File: config.mk
export PLATFORM = sky130hd
export DESIGN_NAME = voxel_frame_sequencer
export DESIGN_NICKNAME = d
export VERILOG_FILES = /design/src/rtl/voxel_seq_pkg.sv /design/src/rtl/voxel_seq_fifo.sv /design/src/rtl/voxel_frame_sequencer.sv
export SDC_FILE = /design/constraint.sdc
export NUM_CORES = 1
export LEC_CHECK = 0
export CORE_MARGIN = 5
export CORE_UTILIZATION = 40
export DETAILED_ROUTE_END_ITERATION = 10
export SYNTH_ARGS = -nofsm -noshare
export SYNTH_HDL_FRONTEND = slang
export SYNTH_SLANG_ARGS = --single-unit
File: constraint.sdc
create_clock -name clk -period 7.9 [get_ports clk]
set_clock_uncertainty 0.1 [all_clocks]
set_input_delay 0.79 -clock clk [delete_from_list [all_inputs] [get_ports clk]]
set_output_delay 0.79 -clock clk [all_outputs]
set_load 0.03 [all_outputs]
File: src/rtl/voxel_seq_pkg.sv
// Shared types and field offsets for the voxel frame sequencer.
package voxel_seq_pkg;

  typedef enum logic [1:0] {
    ST_IDLE   = 2'd0,
    ST_RUN    = 2'd1,
    ST_COMMIT = 2'd2,
    ST_DRAIN  = 2'd3
  } seq_state_t;

  // Camera word: eight signed 16-bit fields, x in the top slice.
  localparam int CAM_WIDTH     = 128;
  localparam int CAM_X_MSB     = 127;
  localparam int CAM_X_LSB     = 112;
  localparam int CAM_Y_MSB     = 111;
  localparam int CAM_Y_LSB     = 96;
  localparam int CAM_Z_MSB     = 95;
  localparam int CAM_Z_LSB     = 80;
  localparam int CAM_DIRX_MSB  = 79;
  localparam int CAM_DIRX_LSB  = 64;
  localparam int CAM_DIRY_MSB  = 63;
  localparam int CAM_DIRY_LSB  = 48;
  localparam int CAM_DIRZ_MSB  = 47;
  localparam int CAM_DIRZ_LSB  = 32;
  localparam int CAM_PLNX_MSB  = 31;
  localparam int CAM_PLNX_LSB  = 16;
  localparam int CAM_PLNY_MSB  = 15;
  localparam int CAM_PLNY_LSB  = 0;

  // Render flag bit positions.
  localparam int FLAGS_WIDTH       = 4;
  localparam int FLAG_SMOOTH       = 0;
  localparam int FLAG_CURVATURE    = 1;
  localparam int FLAG_EXTRA_LIGHT  = 2;
  localparam int FLAG_DIAG_SLICE   = 3;

  localparam int DBG_ADDR_W = 18;
  localparam int DBG_DATA_W = 64;

  typedef struct packed {
    logic [DBG_ADDR_W-1:0] addr;
    logic [DBG_DATA_W-1:0] data;
  } dbg_entry_t;

endpackage

File: src/rtl/voxel_seq_fifo.sv
// Debug voxel-write FIFO: array storage, registered read into pop_data.
module voxel_seq_fifo
  import voxel_seq_pkg::*;
#(
  parameter int DEPTH = 8
) (
  input  logic                       clk,
  input  logic                       rst_n,
  input  logic                       push,
  input  dbg_entry_t                 push_data,
  input  logic                       pop,
  output dbg_entry_t                 pop_data,
  output logic                       full,
  output logic                       empty,
  output logic [$clog2(DEPTH):0]     count
);

  localparam int AW = $clog2(DEPTH);

  dbg_entry_t      mem [DEPTH];
  logic [AW-1:0]   wr_ptr_reg;
  logic [AW-1:0]   rd_ptr_reg;
  logic [AW:0]     count_reg;
  dbg_entry_t      pop_data_reg;
  logic            push_ok;
  logic            pop_ok;

  assign full    = (count_reg == (AW+1)'(DEPTH));
  assign empty   = (count_reg == '0);
  assign count   = count_reg;
  assign push_ok = push && !full;
  assign pop_ok  = pop && !empty;
  assign pop_data = pop_data_reg;

  // Storage write; left unreset so it maps onto RAM.
  always_ff @(posedge clk) begin
    if (push_ok) mem[wr_ptr_reg] <= push_data;
  end

  // Pointers, occupancy and the registered read port.
  always_ff @(posedge clk or negedge rst_n) begin
    if (!rst_n) begin
      wr_ptr_reg   <= '0;
      rd_ptr_reg   <= '0;
      count_reg    <= '0;
      pop_data_reg <= '0;
    end else begin
      if (push_ok) wr_ptr_reg <= wr_ptr_reg + AW'(1);
      if (pop_ok) begin
        rd_ptr_reg   <= rd_ptr_reg + AW'(1);
        pop_data_reg <= mem[rd_ptr_reg];
      end
      case ({push_ok, pop_ok})
        2'b10:   count_reg <= count_reg + (AW+1)'(1);
        2'b01:   count_reg <= count_reg - (AW+1)'(1);
        default: count_reg <= count_reg;
      endcase
    end
  end

endmodule

File: src/rtl/voxel_frame_sequencer.sv
// Frame-boundary commit controller for camera, flags and debug voxel writes.
// Optional frame-period measurement is built when VOXEL_SEQ_PERF_EN is defined.
module voxel_frame_sequencer
  import voxel_seq_pkg::*;
#(
  parameter int DBG_FIFO_DEPTH = 8,
  parameter int TIMEOUT_CYCLES = 4194304,
  parameter int CNT_WIDTH      = 32
) (
  input  logic                   clk,
  input  logic                   rst_n,
  input  logic                   enable,
  input  logic                   cam_req,
  input  logic [CAM_WIDTH-1:0]   cam_in,
  input  logic                   flags_req,
  input  logic [FLAGS_WIDTH-1:0] flags_in,
  input  logic                   dbg_req,
  input  logic [17:0]            dbg_addr_in,
  input  logic [63:0]            dbg_data_in,
  output logic                   dbg_full,
  output logic                   dbg_drop,
  input  logic                   frame_done,
  output logic                   cam_load,
  output logic [CAM_WIDTH-1:0]   cam_out,
  output logic                   flags_load,
  output logic [FLAGS_WIDTH-1:0] flags_out,
  output logic                   dbg_we,
  output logic [17:0]            dbg_addr,
  output logic [63:0]            dbg_wdata,
  output logic [CNT_WIDTH-1:0]   frame_count,
  output logic [CNT_WIDTH-1:0]   frame_cycles,
  output logic                   timeout,
  input  logic                   status_clr,
  output logic [1:0]             state
);

  localparam int CW = $clog2(DBG_FIFO_DEPTH) + 1;

  seq_state_t             state_reg, state_next;
  logic [CAM_WIDTH-1:0]   cam_shadow_reg, cam_out_reg;
  logic                   cam_pend_reg;
  logic [FLAGS_WIDTH-1:0] flags_shadow_reg, flags_out_reg;
  logic                   flags_pend_reg;
  logic [CW-1:0]          drain_cnt_reg, drain_cnt_next;
  logic                   redo_reg;
  logic [CNT_WIDTH-1:0]   cyc_cnt_reg, cyc_inc;
  logic [CNT_WIDTH-1:0]   frame_count_reg;
  logic                   timeout_reg, dbg_drop_reg, dbg_we_reg;
  logic                   commit_window, cam_commit, flags_commit;
  logic                   frame_hit, wd_fire, redo_now;
  logic                   fifo_pop, fifo_full, fifo_empty;
  logic [CW-1:0]          fifo_count;
  dbg_entry_t             fifo_push_data, fifo_pop_data;

  // IDLE passes updates straight through; otherwise only the COMMIT cycle applies them.
  assign commit_window = (state_reg == ST_IDLE) || (state_reg == ST_COMMIT);
  assign cam_commit    = cam_pend_reg && commit_window;
  assign flags_commit  = flags_pend_reg && commit_window;
  assign frame_hit     = frame_done && enable;
  assign wd_fire       = (state_reg == ST_RUN) && enable && !frame_done &&
                         (cyc_cnt_reg == CNT_WIDTH'(TIMEOUT_CYCLES - 1));
  assign redo_now      = redo_reg || frame_hit;
  assign cyc_inc       = (cyc_cnt_reg == '1) ? cyc_cnt_reg : cyc_cnt_reg + CNT_WIDTH'(1);

  assign cam_load   = cam_commit;
  assign cam_out    = cam_commit ? cam_shadow_reg : cam_out_reg;
  assign flags_load = flags_commit;
  assign flags_out  = flags_commit ? flags_shadow_reg : flags_out_reg;
  assign dbg_we     = dbg_we_reg;
  assign dbg_addr   = fifo_pop_data.addr;
  assign dbg_wdata  = fifo_pop_data.data;
  assign dbg_full   = fifo_full;
  assign dbg_drop   = dbg_drop_reg;
  assign timeout    = timeout_reg;
  assign frame_count = frame_count_reg;
  assign state      = state_reg;

  assign fifo_push_data.addr = dbg_addr_in;
  assign fifo_push_data.data = dbg_data_in;

  voxel_seq_fifo #(.DEPTH(DBG_FIFO_DEPTH)) u_fifo (
    .clk       (clk),
    .rst_n     (rst_n),
    .push      (dbg_req),
    .push_data (fifo_push_data),
    .pop       (fifo_pop),
    .pop_data  (fifo_pop_data),
    .full      (fifo_full),
    .empty     (fifo_empty),
    .count     (fifo_count)
  );

  // FSM state register plus the drain bookkeeping it owns.
  always_ff @(posedge clk or negedge rst_n) begin
    if (!rst_n) begin
      state_reg     <= ST_IDLE;
      drain_cnt_reg <= '0;
      redo_reg      <= 1'b0;
      dbg_we_reg    <= 1'b0;
    end else begin
      state_reg     <= state_next;
      drain_cnt_reg <= drain_cnt_next;
      dbg_we_reg    <= fifo_pop && !fifo_empty;
      if (state_next == ST_COMMIT)
        redo_reg <= 1'b0;
      else if (((state_reg == ST_COMMIT) || (state_reg == ST_DRAIN)) && frame_hit)
        redo_reg <= 1'b1;
    end
  end

  // Next-state and FIFO pop decisions; COMMIT pops the first snapshot entry itself.
  always_comb begin
    state_next     = state_reg;
    fifo_pop       = 1'b0;
    drain_cnt_next = drain_cnt_reg;
    case (state_reg)
      ST_IDLE: begin
        fifo_pop = !fifo_empty;
        if (enable) state_next = ST_RUN;
      end
      ST_RUN: begin
        if (!enable) state_next = ST_IDLE;
        else if (frame_done || wd_fire) state_next = ST_COMMIT;
      end
      ST_COMMIT: begin
        if (fifo_count != '0) begin
          fifo_pop       = 1'b1;
          drain_cnt_next = fifo_count - CW'(1);
          state_next     = ST_DRAIN;
        end else if (redo_now) begin
          state_next = ST_COMMIT;
        end else begin
          state_next = enable ? ST_RUN : ST_IDLE;
        end
      end
      default: begin
        if (drain_cnt_reg != '0) begin
          fifo_pop       = 1'b1;
          drain_cnt_next = drain_cnt_reg - CW'(1);
        end else if (redo_now) begin
          state_next = ST_COMMIT;
        end else begin
          state_next = enable ? ST_RUN : ST_IDLE;
        end
      end
    endcase
  end

  // Shadow registers: last request wins; a request during commit re-arms pending.
  always_ff @(posedge clk or negedge rst_n) begin
    if (!rst_n) begin
      cam_shadow_reg   <= '0;
      cam_out_reg      <= '0;
      cam_pend_reg     <= 1'b0;
      flags_shadow_reg <= '0;
      flags_out_reg    <= '0;
      flags_pend_reg   <= 1'b0;
    end else begin
      if (cam_commit) cam_out_reg <= cam_shadow_reg;
      if (cam_req) begin
        cam_shadow_reg <= cam_in;
        cam_pend_reg   <= 1'b1;
      end else if (cam_commit) begin
        cam_pend_reg <= 1'b0;
      end
      if (flags_commit) flags_out_reg <= flags_shadow_reg;
      if (flags_req) begin
        flags_shadow_reg <= flags_in;
        flags_pend_reg   <= 1'b1;
      end else if (flags_commit) begin
        flags_pend_reg <= 1'b0;
      end
    end
  end

  // Frame counter, watchdog cycle counter and sticky status flags.
  always_ff @(posedge clk or negedge rst_n) begin
    if (!rst_n) begin
      cyc_cnt_reg     <= '0;
      frame_count_reg <= '0;
      timeout_reg     <= 1'b0;
      dbg_drop_reg    <= 1'b0;
    end else begin
      if (state_reg == ST_IDLE)    cyc_cnt_reg <= '0;
      else if (frame_hit || wd_fire) cyc_cnt_reg <= '0;
      else                          cyc_cnt_reg <= cyc_inc;
      if (frame_hit) frame_count_reg <= frame_count_reg + CNT_WIDTH'(1);
      if (wd_fire)         timeout_reg <= 1'b1;
      else if (status_clr) timeout_reg <= 1'b0;
      if (dbg_req && fifo_full) dbg_drop_reg <= 1'b1;
      else if (status_clr)      dbg_drop_reg <= 1'b0;
    end
  end

`ifdef VOXEL_SEQ_PERF_EN
  logic [CNT_WIDTH-1:0] frame_cycles_reg;

  // Period between the last two frame_done pulses.
  always_ff @(posedge clk or negedge rst_n) begin
    if (!rst_n) frame_cycles_reg <= '0;
    else if (frame_hit) frame_cycles_reg <= cyc_inc;
  end

  assign frame_cycles = frame_cycles_reg;
`else
  assign frame_cycles = '0;
`endif

endmodule

### After elaboration in Yosys (flattened, before gate mapping)

Memory sizes are Yosys's and may differ from the RTL's. A register that Yosys moved wholly into a read port is not among the register bits.
Index checks and enable logic that the tools add are counted.

| operators by class | value |
|---|---|
| add/subtract/negate cells | 7 |
| equality and inequality tests | 11 |
| multiplexer cells | 31 |
| bitwise logic cells | 1 |
| reduce and logical (&&, ||, !) cells | 32 |

Operators by type and width:

| kind | count |
|---|---|
| 128-bit two-way mux | 1 |
| 32-bit two-way mux | 3 |
| 32-bit by 1-bit adder with 32-bit output, second input constant | 2 |
| 32-bit by 22-bit equality test with 1-bit output, second input constant | 1 |
| 32-bit equality test, second input constant | 1 |
| 4-bit one-hot mux with 2 select lines | 2 |
| 1-bit two-way mux | 14 |
| 2-bit nonzero test | 7 |
| 2-bit two-way mux | 6 |
| 4-bit two-way mux | 3 |
| 1-bit logical AND | 10 |
| 2-bit equality test, second input constant | 4 |
| 4-bit nonzero test | 2 |
| 4-bit by 1-bit subtractor with 4-bit output, second input constant | 2 |
| 3-bit by 1-bit adder with 3-bit output, second input constant | 2 |
| 2-bit one-hot mux with 3 select lines | 1 |
| 1-bit logical OR | 5 |
| 4-bit by 1-bit adder with 4-bit output, second input constant | 1 |
| 2-bit by 1-bit equality test with 1-bit output, second input constant | 2 |
| 4-bit equality test, second input constant | 1 |
| 1-bit zero test | 4 |
| 4-bit zero test | 1 |
| 3-bit by 2-bit != test with 1-bit output, second input constant | 1 |
| 1-bit one-hot mux with 3 select lines | 1 |
| other kinds (5) | 5 |

| word-level totals | value |
|---|---|
| register bits after elaboration | 350 |
| RAM bits | 656 |
| input port bits | 222 |
| output and inout bits | 286 |
| word-level logic and storage cells | 100 |
| memories | 1 |

Memory list:

| name | depth | width | read ports | clocked after memory_dff | wr ports | RTL line | RTL |
|---|---|---|---|---|---|---|---|
| u_fifo.mem | 8 | 82 | 1 | 1 | 1 | voxel_seq_fifo.sv:20 | `dbg_entry_t mem [DEPTH];` |

### Logic depth before layout (Yosys ltp)

Gate-level depths: netlist of the first run.

| logic depth | value |
|---|---|
| depth in word-level cells | 10 |
| gate-level depth with buffers | 12 |
| mapped depth without buffers | 10 |

### Hierarchy

From an unflattened synthesis of the first run, not the netlist that was laid out.

| second synthesis, totals | value |
|---|---|
| cell total of the unflattened synthesis | 2,537 |
| area, all modules | 42,479.5 um^2 |

By module, submodules not included:

| module | times used | cells each | area an instance (um^2) | sequential area each (um^2) |
|---|---|---|---|---|
| voxel_seq_fifo | 1 | 1,558 | 28,542.4 | 22,001.1 |
| voxel_frame_sequencer | 1 | 979 | 13,937.1 | 8,508.2 |

### Worst setup path after synthesis of the first run

OpenSTA, ideal clock, no wires.

| timing path | value |
|---|---|
| path kind | register -> register |
| start point | reg u_fifo.count_reg[0], in the netlist u_fifo.count[0] |
| end point | mem u_fifo.mem[0][0] in the netlist's numbering, enable pin |
| setup time | 623 ps |
| arrival time | 6,934 ps |
| required time | 7,177 ps |
| slack | 243 ps |
| stages on the path, launching flop included | 8 |
| path buffers | 0 |
| clock period less this slack | 7,657 ps |
| cell sequence | dfrtp_1 > inv_1 > ha_1 > nor2b_1 > nand2_1 > nand2_1 > or2_2 > nor3_1 |

| between the ends | value |
|---|---|
| word-level cells in the longest chain between the ends | 5 |

Ends and longest elaborated chain:

| item | RTL line | RTL |
|---|---|---|
| start, declared | voxel_seq_fifo.sv:23 | `logic [AW:0] count_reg;` |
| start signal, assigned | voxel_seq_fifo.sv:54 | `2'b10: count_reg <= count_reg + (AW+1)'(1);` |
| start signal, assigned | voxel_seq_fifo.sv:55 | `2'b01: count_reg <= count_reg - (AW+1)'(1);` |
| start signal, assigned | voxel_seq_fifo.sv:56 | `default: count_reg <= count_reg;` |
| 4-bit equality test | voxel_seq_fifo.sv:28 | `assign full = (count_reg == (AW+1)'(DEPTH));` |
| 1-bit zero test | voxel_seq_fifo.sv:31 | `assign push_ok = push && !full;` |
| 1-bit logical AND | voxel_seq_fifo.sv:31 |  |
| 1-bit two-way mux | voxel_seq_fifo.sv:37 | `if (push_ok) mem[wr_ptr_reg] <= push_data;` |
| 1-bit two-way mux (implied by the code) | voxel_seq_fifo.sv:37 |  |
| end, declared | voxel_seq_fifo.sv:20 |  |

No other way between the ends.

### Final worst setup path of the first run

| timing path | value |
|---|---|
| start point | reg state_reg[0], in the netlist state[0] |
| end point | out cam_out[54] |

| between the ends | value |
|---|---|
| word-level cells in the longest chain between the ends | 4 |
| elaborated cells on any way between the ends | 5 |
| classes of those cells | eq/ne (1); mux (1); reduce/logical (3) |

Ends and longest elaborated chain:

| item | RTL line | RTL |
|---|---|---|
| start, declared | voxel_frame_sequencer.sv:39 | `seq_state_t state_reg, state_next;` |
| start signal, assigned | voxel_frame_sequencer.sv:101 | `state_reg <= state_next;` |
| 2-bit equality test or 2-bit zero test (tied branches) | voxel_frame_sequencer.sv:56 | `assign commit_window = (state_reg == ST_IDLE) \|\| (state_reg == ST_COMMIT);` |
| 1-bit logical OR * | voxel_frame_sequencer.sv:56 |  |
| 1-bit logical AND * | voxel_frame_sequencer.sv:57 | `assign cam_commit = cam_pend_reg && commit_window;` |
| 128-bit two-way mux * | -- |  |
| end, declared | voxel_frame_sequencer.sv:24 | `output logic [CAM_WIDTH-1:0] cam_out,` |

Every way passes the cells marked *; elsewhere a longest branch is shown, timed or not.

==> summary.md, run 1 <==
| Metric | Value |
|---|---|
| FILL cells | 8554 |
| Area leader, netlist | edfxtp_1 |
| Post-synth top area share | 0.474 |
| # rows | 118 |
| Post-synth EDFFs | 656 |
| Final Wtd Congestion | 0.787 |
| Synth Flop Type | edfxtp_1 |
| Max-slew violations | 0 |
| Syn Area/Cell | 18.5 µm² |
| Worst-path clk slew | 60 ps |
| Final Hold Violating Endpoints | 0 |
| Global-route wire length before repair | 145000 µm |
| Yosys warning count | 0 |
| Cells after Synth | 2246 |
| Leakage | 0.0186 µW |
| Final core occ | 0.500 |
| Cts repair resizes | 0 |
| Cell Pwr Density | roughly 400 nW/µm² |
| HPWL after DPL | 58300 µm |
| Crit Path Max Fanout | 74 |
| Port bufs | around 480 |
| Max Cap Violations | 0 |
| Fraction of registers with async set/reset | 0.397 |
| CP Class | register to output port |
| Syn-to-layout area delta | 24.3% |
| Status | finished, final reports clean |
| Full die area | approximately 110000 µm² |
| Die Span X | 332 µm |
| Clock root cell | clkbuf_16 |
| Worst EP required | 7010 ps |
| GRT Total Usage | 0.168 |
| Detailed Routing Iterations Pass 1 | 6 |
| Total setup buffers inserted after CTS | 0 |
| Final Setup Violations | 0 |
| Grt total ovfl | 0 |
| Largest net degree at the start of global routing | 170 |
| Fmax | ~0.23 GHz |
| Hold_buf cts | 0 |
| Worst IR drop on VDD | 267 µV |
| Cell Area, Placed | 47800 µm² |
| Area of the multi-input gates | 10500 µm² |
| Initial Utilization | 0.402 |
| Post-DR wirelength/cell | 22.2 µm |
| Post-route ant nets | 0 |
| Total power | 20700 µW |
| Vias | 21600 |
| Number of global-route vias before repair | roughly 23000 |
| Final min period | 4330 ps |
| Post-synthesis sequential area ratio | 0.734 |
| DR DRC count | 0 |
| DRT Wirelength | 94400 µm |
| Share of cells above drive strength 1 | 0.233 |
| Synth area leaders | edfxtp_1 (47%), dfrtp_1 (26%), mux4_2 (8.9%) |
| Worst-Margin Slew | 1160 ps |
| Setup TNS | 0 ps |
| Unique masters post-synth | 54 |
| Crit start category | register |
| CP endpoint kind | output port |
| Via/cell ratio | just over 5 |
| Design area | 51700 µm² |
| Most common cell after layout, fill and taps aside | edfxtp_1 |
| Most frequent cells in the layout | edfxtp_1 (656), clkdlybuf4s50_1 (473), dfrtp_1 (429) |
| Rel. slew slack | 0.226 |
| Number of buffers created by CTS | 111 |
| Register area | about 31000 µm² |
| H-tree levels | 3 |
| Largest register FFs | 656 |
| Die span in y | 332 µm |
| CTS tree | built |
| Arrival @ worst endpoint | approximately 3400 ps |
| Drt initial violations | 1288 |
| CTS max path bufs | 3 |
| Post-Syn Area | 41600 µm² |
| Number of synthesized register bits | about 1100 |
| Core box area | 103000 µm² |
| Worst skew pair latency | just under 700 ps |
| Nets | 2990 |
| Worst min path class | input pin to asynchronous set/reset pin |
| Clock sink total | 1088 |
| RSZ-0062 raised after global routing | false |
| Period utilisation layout | 0.548 |
| Antenna violations before repair | 23 |
| Num ports | roughly 510 |
area by class of cell:
type	instances	area share
Clock inverter	62	0.0135
Multi-Input combinational cell	1042	0.204
Inverter	12	0.000872
Sequential cell	1088	0.591
Timing Repair Buffer	505	0.0972
Tap cell	1380	0.0334
Antenna cell	9	0.000436
Clock buffer	148	0.0600
cell usage after synthesis, types with 30 or more instances:
cell type / instances
nand2_1: 44
dfrtp_1: 432
buf_4: 33
clkbuf_1: 65
xnor2_1: 30
mux4_2: 164
edfxtp_1: 656
mux2i_1: 83
mux2_2: 268
a21oi_1: 105
nor2_1: 110
nand3_1: 30
where the power goes:
part / leakage [µW] / total, µW / internal (µW) / switching (µW)
clock: 0.00185 / 5320 / 3130 / 2190
sequential: 0.0111 / 7930 / 7340 / 596
combinational: 0.00569 / 7490 / 3300 / 4190
through the flow:
step                      worst slack (ps)  hold slack, ps  std cells
after floorplan                        243             345       2277
after detailed placement              3620             361       4026
final                                 3570            16.2       4246
after global routing                  3410            91.0       4239
after global placement                3670             354       4026
after CTS                             3480            65.6       4236
final timing paths:
check / startpoint / endpoint / slack (ps) / depth (start not counted)
setup / recovery: state[0]$_DFF_PN0_ / cam_out[54] / 3570 / 4
hold / removal: rst_n / cam_out_reg[33]$_DFF_PN0_ / 20 / 1
setup reg to reg: u_fifo.count[0]$_DFFE_PN0P_ / u_fifo.mem[4][23]$_DFFE_PP_ / 4100 / 8
hold reg to reg: flags_pend_reg$_DFFE_PN0P_ / flags_pend_reg$_DFFE_PN0P_ / 370 / 1
max in group asynchronous: rst_n / u_fifo.pop_data[79]$_DFFE_PN0P_ / 6030 / 2
min in group clk: flags_pend_reg$_DFFE_PN0P_ / flags_pend_reg$_DFFE_PN0P_ / 370 / 1
critical path: stages, from the launching register on:
cell	delay, ps
dfrtp_1	580
nor2b_4	230
buf_4	770
mux2_2	450
clkdlybuf4s50_1	630
kinds of logic (layout without fill, tap and decap cells):
group / after synthesis / count (layout) / share of synthesized area
xor gates and xnor gates: 52 / 52 / 0.0110
and+or+nand+nor: 278 / 278 / 0.0326
muxes: 515 / 515 / 0.181
buffers and inverters: 147 / 727 / 0.0174
other: 1 / 41 / 0.0000902
AOI/OAI and AO/OA: 157 / 157 / 0.0215
adders and majority gates: 8 / 8 / 0.00241
DFF: 1088 / 1088 / 0.734
layer usage:
layer | global-route usage | vias to the layer above | routed length [µm]
met5 | 0 | - | 135
met4 | 0.0375 | 22 | 1360
met3 | 0.0509 | 127 | 6890
met2 | 0.267 | 565 | 44400
met1 | 0.231 | 11200 | 41600
li1 | - | 9650 | -
Note: power is estimated with default switching activity, not from simulation.
==> inputs of run 2 (changes only) <==
==> constraint.sdc (replaced) <==
create_clock -name clk -period 4.4 [get_ports clk]
set_clock_uncertainty 0.1 [all_clocks]
set_input_delay 0.44 -clock clk [delete_from_list [all_inputs] [get_ports clk]]
set_output_delay 0.44 -clock clk [all_outputs]
set_load 0.03 [all_outputs]
==> summary.md, run 2 (synthesis gave the netlist of run 1 again) <==
| Metric | Value |
|---|---|
| CP endpoint kind | output port |
| Final Wtd Congestion | 0.789 |
| Clock sink total | 1088 |
| Crit start category | register |
| Worst r2r src | u_fifo.count[0]$_DFFE_PN0P_ |
| Gate power share | 0.364 |
| Syn-to-layout area delta | 24.9% |
| Largest register FFs | about 660 |
| Clock root cell | clkbuf_16 |
| Max-slew violations | 0 |
| Worst EP required | 3860 ps |
| Rel. slew slack | 0.358 |
| Via/cell ratio | 5.10 |
| Post-route ant nets | 0 |
| Worst skew pair latency | 690 ps |
| Pint | 24900 µW |
| Clock power frac | 0.255 |
| CP Class | register to output port |
| Max Cap Violations | 0 |
| Arrival @ worst endpoint | 3220 ps |
| Die span in y | between 300 and 400 µm |
| Post-DR wirelength/cell | 22.7 µm |
| Leakage | 0.0188 µW |
| Number of global-route vias before repair | about 23000 |
| Sw Share | 0.335 |
| Number of buffers created by CTS | between 100 and 150 |
| Vias | roughly 22000 |
| Worst hold start | cam_in[103] |
| Largest net degree at the start of global routing | 130 |
| DR DRC count | 0 |
| Fmax | 0.266 GHz |
| Max incr delay on CP | between 600 and 700 ps |
| Status | finished, final reports clean |
| Die Span X | roughly 330 µm |
| Antenna violations before repair | 16 |
| Core box area | 103000 µm² |
| Detailed Routing Iterations Pass 1 | 5 |
| Worst Hold End | cam_shadow_reg[103]$_DFFE_PN0P_ |
| Most frequent cells in the layout | edfxtp_1 (656), clkdlybuf4s50_1 (473), dfrtp_1 (429) |
| Worst-path clk slew | 60 ps |
| CP max-delay cell | clkdlybuf4s50_1 |
| Worst-Margin Slew | 964 ps |
| Final min period | about 3800 ps |
| # rows | between 100 and 150 |
| Switch Pwr | roughly 13000 µW |
| Nets | between 3000 and 4000 |
| Seq pwr share | 0.381 |
| Drt initial violations | 1091 |
| Top cell family by delay on the critical path | buffers and inverters |
| H-tree levels | 3 |
| DRT Wirelength | 96600 µm |
| Reg2Reg Capture Point | u_fifo.mem[7][66]$_DFFE_PP_ |
| Most common cell after layout, fill and taps aside | edfxtp_1 |
| Cell count of the worst hold path | 2 |
| Worst min path class | input pin to register |
| Cell Area, Placed | 48200 µm² |
| Crit path buffers/inverters | 2 |
| CTS tree | built |
| Final Hold Violating Endpoints | 0 |
| Crit Path Max Fanout | about 130 |
| RSZ-0062 raised after global routing | false |
| Num ports | 508 |
| Global-route wire length before repair | 148000 µm |
| GRT Total Usage | 0.173 |
| Design area | 52000 µm² |
| Initial Utilization | 0.402 |
| FF-to-FF path depth | 7 |
| CTS max path bufs | 3 |
| Port bufs | 475 |
| Full die area | 111000 µm² |
| Period utilisation layout | 0.854 |
| Final Setup Violations | 0 |
| Grt total ovfl | 0 |
| WHS | ~260 ps |
| Share of cells above drive strength 1 | 0.233 |
| Worst IR drop on VDD | 533 µV |
| Crit-path cells | nor2b_4, buf_12, mux2_2, clkdlybuf4s50_1 |
| Cell Pwr Density | 721 nW/µm² |
| HPWL after DPL | 59200 µm |
| Internal reg-to-reg setup slack | between 1000 and 1500 ps |
run 2: cell types whose count changed in the layout (fill, tap and decap cells not counted), moves of 3 or more:
cell        previous run  this run
buf_12                 3        20
clkbuf_1              20        41
clkbuf_16            113       116
clkinv_1              14         7
clkinv_16              4         0
clkinv_8               0         3
clkinvlp_4             8         3
diode_2                9         4
inv_6                  3         0
run 2: power groups by stage:
stage	logic [µW]	clock network [µW]	registers [µW]
2_1_floorplan	8150	0	14800
3_3_place_gp	13700	0	14400
3_5_place_dp	13900	0	14500
4_1_cts	13900	9840	14300
5_1_grt	14600	10300	14500
6_report	13600	9530	14300
run 2: timing repair:
action                                  in CTS  in global routing
endpoints found under the setup margin       0                  0
endpoints found under the hold margin      111                  0
hold buffers                                 1                  0
buffers inserted                             0                  0
gates resized for setup                      0                  0
run 2: metal layers:
metal | track usage | wire length, µm | vias up
met2 | 0.290 | 47800 | 543
met5 | 0 | 138 | -
li1 | - | - | 9701
met4 | 0.0437 | 2300 | 20
met3 | 0.0463 | 5730 | 169
met1 | 0.226 | 40600 | 11300
run 2: cell type report:
type	instances	area (µm²)
diodes	4	10.0
clock buffers	169	3220
clock inverters	47	537
fillers	8467	51400
inverters	12	45.0
multi-input cells	1042	10500
flip-flops and latches	1088	30500
well taps	1380	1730
repair buffers	520	5350
run 2: worst max-delay path by stage:
stage,start,to,slack (ps),cells past startpoint
global route,state[0]$_DFF_PN0_,cam_out[1],480,4
floorplan,u_fifo.count[0]$_DFFE_PN0P_,u_fifo.mem[2][0]$_DFFE_PP_,-1030,7
finish,state[0]$_DFF_PN0_,cam_out[126],640,4
CTS,state[0]$_DFF_PN0_,cam_out[1],580,4
global placement,frame_done,frame_count[31]$_DFFE_PN0P_,1380,6
detailed placement,frame_done,frame_count[29]$_DFFE_PN0P_,1350,6
run 2: stage by stage:
step                cells  power (µW)  setup TNS [ps]  utilization  setup slack, ps
finish               4262       37400               0        0.503              644
global route         4260       39300               0        0.503              484
CTS                  4258       38100               0        0.503              583
detailed placement   4041       28400               0        0.466             1350
global placement     4041       28100               0        0.466             1380
floorplan            2277       23000         -314490            -            -1030
